==> src/rtl/mem_arbiter.sv <==
// mem_arbiter: round-robin arbiter that lets two requesters share one
// memory with a busy handshake, one transaction at a time, busy timeout.
// Ports: clk, reset (async, active high).
//   Requester N: reqN, wrN, addrN, dataInN in; ackN, errN, dataOutN out.
//   Memory: memReq, memWr, memAddr, memDataIn out; memBusy, memDataOut in.
module mem_arbiter #(
  parameter int MEM_ADDR_SIZE = 8,
  parameter int MEM_WORD_SIZE = 32,
  parameter int BUSY_TIMEOUT  = 15
) (
  input  logic                     clk,
  input  logic                     reset,
  input  logic                     req0,
  input  logic                     req1,
  input  logic                     wr0,
  input  logic                     wr1,
  input  logic [MEM_ADDR_SIZE-1:0] addr0,
  input  logic [MEM_ADDR_SIZE-1:0] addr1,
  input  logic [MEM_WORD_SIZE-1:0] dataIn0,
  input  logic [MEM_WORD_SIZE-1:0] dataIn1,
  output logic                     ack0,
  output logic                     ack1,
  output logic                     err0,
  output logic                     err1,
  output logic [MEM_WORD_SIZE-1:0] dataOut0,
  output logic [MEM_WORD_SIZE-1:0] dataOut1,
  output logic                     memReq,
  output logic                     memWr,
  output logic [MEM_ADDR_SIZE-1:0] memAddr,
  output logic [MEM_WORD_SIZE-1:0] memDataIn,
  input  logic                     memBusy,
  input  logic [MEM_WORD_SIZE-1:0] memDataOut
);

  localparam int CntW = $clog2(BUSY_TIMEOUT + 1);
  localparam logic [CntW-1:0] CntLast = CntW'(BUSY_TIMEOUT - 1);

  typedef enum logic [2:0] {
    IDLE,
    ISSUE,
    WAIT_BUSY,
    WAIT_DONE,
    RESP
  } stateT;

  stateT state;
  stateT stateNext;

  logic            grant;
  logic            grantNext;
  logic            lastGrant;
  logic            lastGrantNext;
  logic            pick;
  logic [CntW-1:0] cnt;
  logic [CntW-1:0] cntNext;

  logic                     memReqNext;
  logic                     memWrNext;
  logic [MEM_ADDR_SIZE-1:0] memAddrNext;
  logic [MEM_WORD_SIZE-1:0] memDataInNext;
  logic                     ack0Next;
  logic                     ack1Next;
  logic                     err0Next;
  logic                     err1Next;
  logic [MEM_WORD_SIZE-1:0] dataOut0Next;
  logic [MEM_WORD_SIZE-1:0] dataOut1Next;

  // Winner among current requests; on a tie the port
  // that did not win last time goes first.
  always_comb begin
    pick = 1'b0;
    unique case (1'b1)
      req0 && req1:  pick = ~lastGrant;
      req0 && !req1: pick = 1'b0;
      !req0 && req1: pick = 1'b1;
      default:       pick = 1'b0;
    endcase
  end

  always_comb begin
    stateNext     = state;
    grantNext     = grant;
    lastGrantNext = lastGrant;
    cntNext       = cnt;
    memReqNext    = 1'b0;
    memWrNext     = memWr;
    memAddrNext   = memAddr;
    memDataInNext = memDataIn;
    ack0Next      = 1'b0;
    ack1Next      = 1'b0;
    err0Next      = 1'b0;
    err1Next      = 1'b0;
    dataOut0Next  = dataOut0;
    dataOut1Next  = dataOut1;

    unique case (state)
      IDLE: begin
        if (!memBusy && (req0 || req1)) begin
          grantNext     = pick;
          memReqNext    = 1'b1;
          memWrNext     = pick ? wr1 : wr0;
          memAddrNext   = pick ? addr1 : addr0;
          memDataInNext = pick ? dataIn1 : dataIn0;
          stateNext     = ISSUE;
        end
      end

      ISSUE: begin
        cntNext   = '0;
        stateNext = WAIT_BUSY;
      end

      WAIT_BUSY: begin
        if (memBusy) begin
          stateNext = WAIT_DONE;
        end else if (cnt == CntLast) begin
          // This is the last allowed idle cycle: give up.
          stateNext = RESP;
          ack0Next  = ~grant;
          ack1Next  = grant;
          err0Next  = ~grant;
          err1Next  = grant;
        end else begin
          cntNext = cnt + CntW'(1);
        end
      end

      WAIT_DONE: begin
        if (!memBusy) begin
          stateNext = RESP;
          ack0Next  = ~grant;
          ack1Next  = grant;
          if (!memWr) begin
            if (grant) begin
              dataOut1Next = memDataOut;
            end else begin
              dataOut0Next = memDataOut;
            end
          end
        end
      end

      RESP: begin
        lastGrantNext = grant;
        stateNext     = IDLE;
      end

      default: begin
        stateNext = IDLE;
      end
    endcase
  end

  always_ff @(posedge clk or posedge reset) begin
    if (reset) begin
      state     <= IDLE;
      grant     <= 1'b0;
      lastGrant <= 1'b1;
      cnt       <= '0;
      memReq    <= 1'b0;
      memWr     <= 1'b0;
      memAddr   <= '0;
      memDataIn <= '0;
      ack0      <= 1'b0;
      ack1      <= 1'b0;
      err0      <= 1'b0;
      err1      <= 1'b0;
      dataOut0  <= '0;
      dataOut1  <= '0;
    end else begin
      state     <= stateNext;
      grant     <= grantNext;
      lastGrant <= lastGrantNext;
      cnt       <= cntNext;
      memReq    <= memReqNext;
      memWr     <= memWrNext;
      memAddr   <= memAddrNext;
      memDataIn <= memDataInNext;
      ack0      <= ack0Next;
      ack1      <= ack1Next;
      err0      <= err0Next;
      err1      <= err1Next;
      dataOut0  <= dataOut0Next;
      dataOut1  <= dataOut1Next;
    end
  end

endmodule

==> config.mk <==
export PLATFORM = sky130hd
export DESIGN_NAME = mem_arbiter
export DESIGN_NICKNAME = d
export VERILOG_FILES = /design/src/rtl/mem_arbiter.sv
export SDC_FILE = /design/constraint.sdc
export NUM_CORES = 1
export LEC_CHECK = 0
export ABC_CLOCK_PERIOD_IN_PS = 5200
export BUFFER_PORTS_ARGS = -buffer_cell sky130_fd_sc_hd__buf_2
export CAP_MARGIN = 0
export CORE_ASPECT_RATIO = 1.4
export CORE_UTILIZATION = 47
export DETAILED_ROUTE_END_ITERATION = 10
export PLACE_DENSITY_LB_ADDON = 0.25
export REMOVE_ABC_BUFFERS = 1
export SYNTH_ARGS = -nofsm -noshare
export SYNTH_HDL_FRONTEND = slang
export SYNTH_SLANG_ARGS = --single-unit
==> constraint.sdc <==
create_clock -name clk -period 5.2 [get_ports clk]
set_clock_uncertainty 0.1 [all_clocks]
set_input_delay 1.04 -clock clk [delete_from_list [all_inputs] [get_ports clk]]
set_output_delay 1.04 -clock clk [all_outputs]
set_load 0.005 [all_outputs]
==> flow_summary.toml <==
[status]
status = "completed"

[detailed_routing]
vias = 3512
drc = 0
finalWirelength_mm = 11.07
ant_nets = 0
via_per_inst = 4.912
initialDrtViolationCount = 104
detail_route.wl_per_cell_um = 15.49
first_pass_iters = 4

[worst_setup_path]
cpPeakStageDelay_ps = 810
worstPathArrival_ps = 2680
cp.depth = 4
crit_fanout = 32
critPathSlowestCell = "or4b_4"
path_buf_inv = 1
end_kind = "register"
startpoint_type = "input port"
critPathKind = "in -> reg"
required_ps = 5380
crit_path_cell_trace = "buf_2 > or2_4 > or4b_4 > mux2_4"
cp_top_family = "simple AND/OR/NAND/NOR gates"
rr_worst_depth = 3

[sta]
finalCriticalPeriod_ps = 2496
max_freq_ghz = 0.4007
tns_ps = 0
worst_pin_slew_ps = 1032
fin_crit_sh = 0.4800
finalHoldViolations = 0
slew_headroom = 0.3121
rsz0062_at_grt = "false"
setup_viol = 0
slew_violations = 0
holdWs_ps = 382.6

[placed_design]
place_congestion = 0.7440
numPortBuffers = 228
hpwl_mm = 8.038
postPlaceCellArea_um2 = 6432

[synth]
synth_seq_cells = 119
ys_dominant_reg_cell = "dfrtp_1"
seq_area_frac_synth = 0.5769
syn_avg_cell_area_um2 = 15.70
yosysUniqueCellTypes = 31
yosysWarnings = 0
ys_async_sr_fraction = 1.000
syn-instance-count = 329
synth-edff-count = 0
syn_area_um2 = 5164

[grt]
grt_use_total = 0.2071
grt_pass1_wl_mm = 18.30
overflow = 0
grt_pass1_vias = 3711
antenna_found_initial = 0
grt_max_degree = 87

[finish]
final_common_cell = "buf_2"
drive_above_1_share = 0.7227
mostFrequentLayoutCells = "228 x buf_2, 118 x dfrtp_1, 115 x mux2_2"
diodes = 0
final_area_um2 = 7168
nets = 685
areaGrowthSynthToFinish_pct = 38.82

[floorplanning]
die_w_um = 90.59
rows = 44
core_area_um2 = 10520
start_util = 0.4911
boundaryPins = 229
die_h_um = 126.0
design.die.area_um2 = 11420

[clocking]
cts_buffers = 17
h-tree-depth = 4
cts_tree = "done"
cts_setup_buffers = 0
clock_sinks = 119
clk_latency_ps = 400
cts_root_buffer = "clkbuf_16"
ctsResizeCount = 0
clk_path_buf_depth = 2
hold_buffers = 0
cts.clk_slew.worst_paths_ps = 50

[power]
peakVddDrop_mv = 0.3452
total_leakage_power_uw = 0.003665
powerDensity_nw_per_um2 = 597.5
total_power_uw = 4283

[min_path]
hp-class = "reg -> reg"
min_path_cells = 1

[job]
max-cap-violations = 0
## cell usage after synthesis, types with 2 or more instances
master    number  area (um^2)
inv_1          3        11.26
o21ai_0        5        25.02
ha_1           2        25.02
nand3_1        3        15.01
buf_6          4        45.04
mux2_2       115         1295
mux2_1         3        33.78
nor3b_1        3        22.52
and3_1         2        12.51
mux2_4        30        450.4
clkbuf_1       4        15.01
nor2_1         3        11.26
nor2b_1        2        12.51
a21oi_1        2        10.01
dfrtp_1      118         2953
a31oi_1        2        12.51
nand2_1        6        22.52
buf_2          9        45.04
## power by group
group	switching [uW]	leakage, uW	internal, uW
registers	251	0.00147	1350
logic	476	0.00184	775
clock network	397	0.000352	1030
## flip-flops by register name (all words and copies together), names as in the netlist, 3 cells and up
name,count
dataOut0,32
dataOut1,32
memAddr,8
memDataIn,32
cnt,4
state,3
## metal layers
layer / track usage / wire length, um / up-vias
li1: - / - / 1660
met1: 0.2409 / 4344 / 1662
met2: 0.3409 / 5480 / 179
met3: 0.08635 / 1106 / 11
met4: 0.07780 / 142 / 0
met5: 0 / 0 / -
## area by class of cell
cell class,instances,area (um^2)
repair buffers,233,1179
well taps,138,172.7
flip-flops and latches,119,2979
multi-input cells,190,2088
clock inverters,12,269.0
fillers,761,3347
clock buffers,20,466.7
inverters,3,13.76
## through the flow
step                      worst slack [ps]  cells  utilization
after floorplan                      904.2    312            -
final                                 2704    715       0.6817
after global routing                  2704    715       0.6817
after detailed placement              2297    683       0.6117
after CTS                             2734    715       0.6817
after global placement                2326    683       0.6117
## cell families after synthesis
| kind of cell | after synthesis | synth area share |
|---|---|---|
| buf+inv | 20 | 0.02253 |
| fa+ha+maj | 2 | 0.004845 |
| flops | 119 | 0.5769 |
| simple gates | 27 | 0.03513 |
| compound gates | 12 | 0.01405 |
| mux | 149 | 0.3465 |
## worst paths after layout
kind	start	endpoint	slack [ps]
worst max-delay path	memBusy	dataOut1[20]	2700
worst min-delay path	dataOut0[1]	dataOut0[1]	380
worst max register to register	state[2]	dataOut1[20]	2950
worst min register to register	dataOut0[1]	dataOut0[1]	380
max in group asynchronous	reset	memDataIn[28]	3190
min in group asynchronous	reset	dataOut0[18]	780
(Power assumes the default switching activity.)
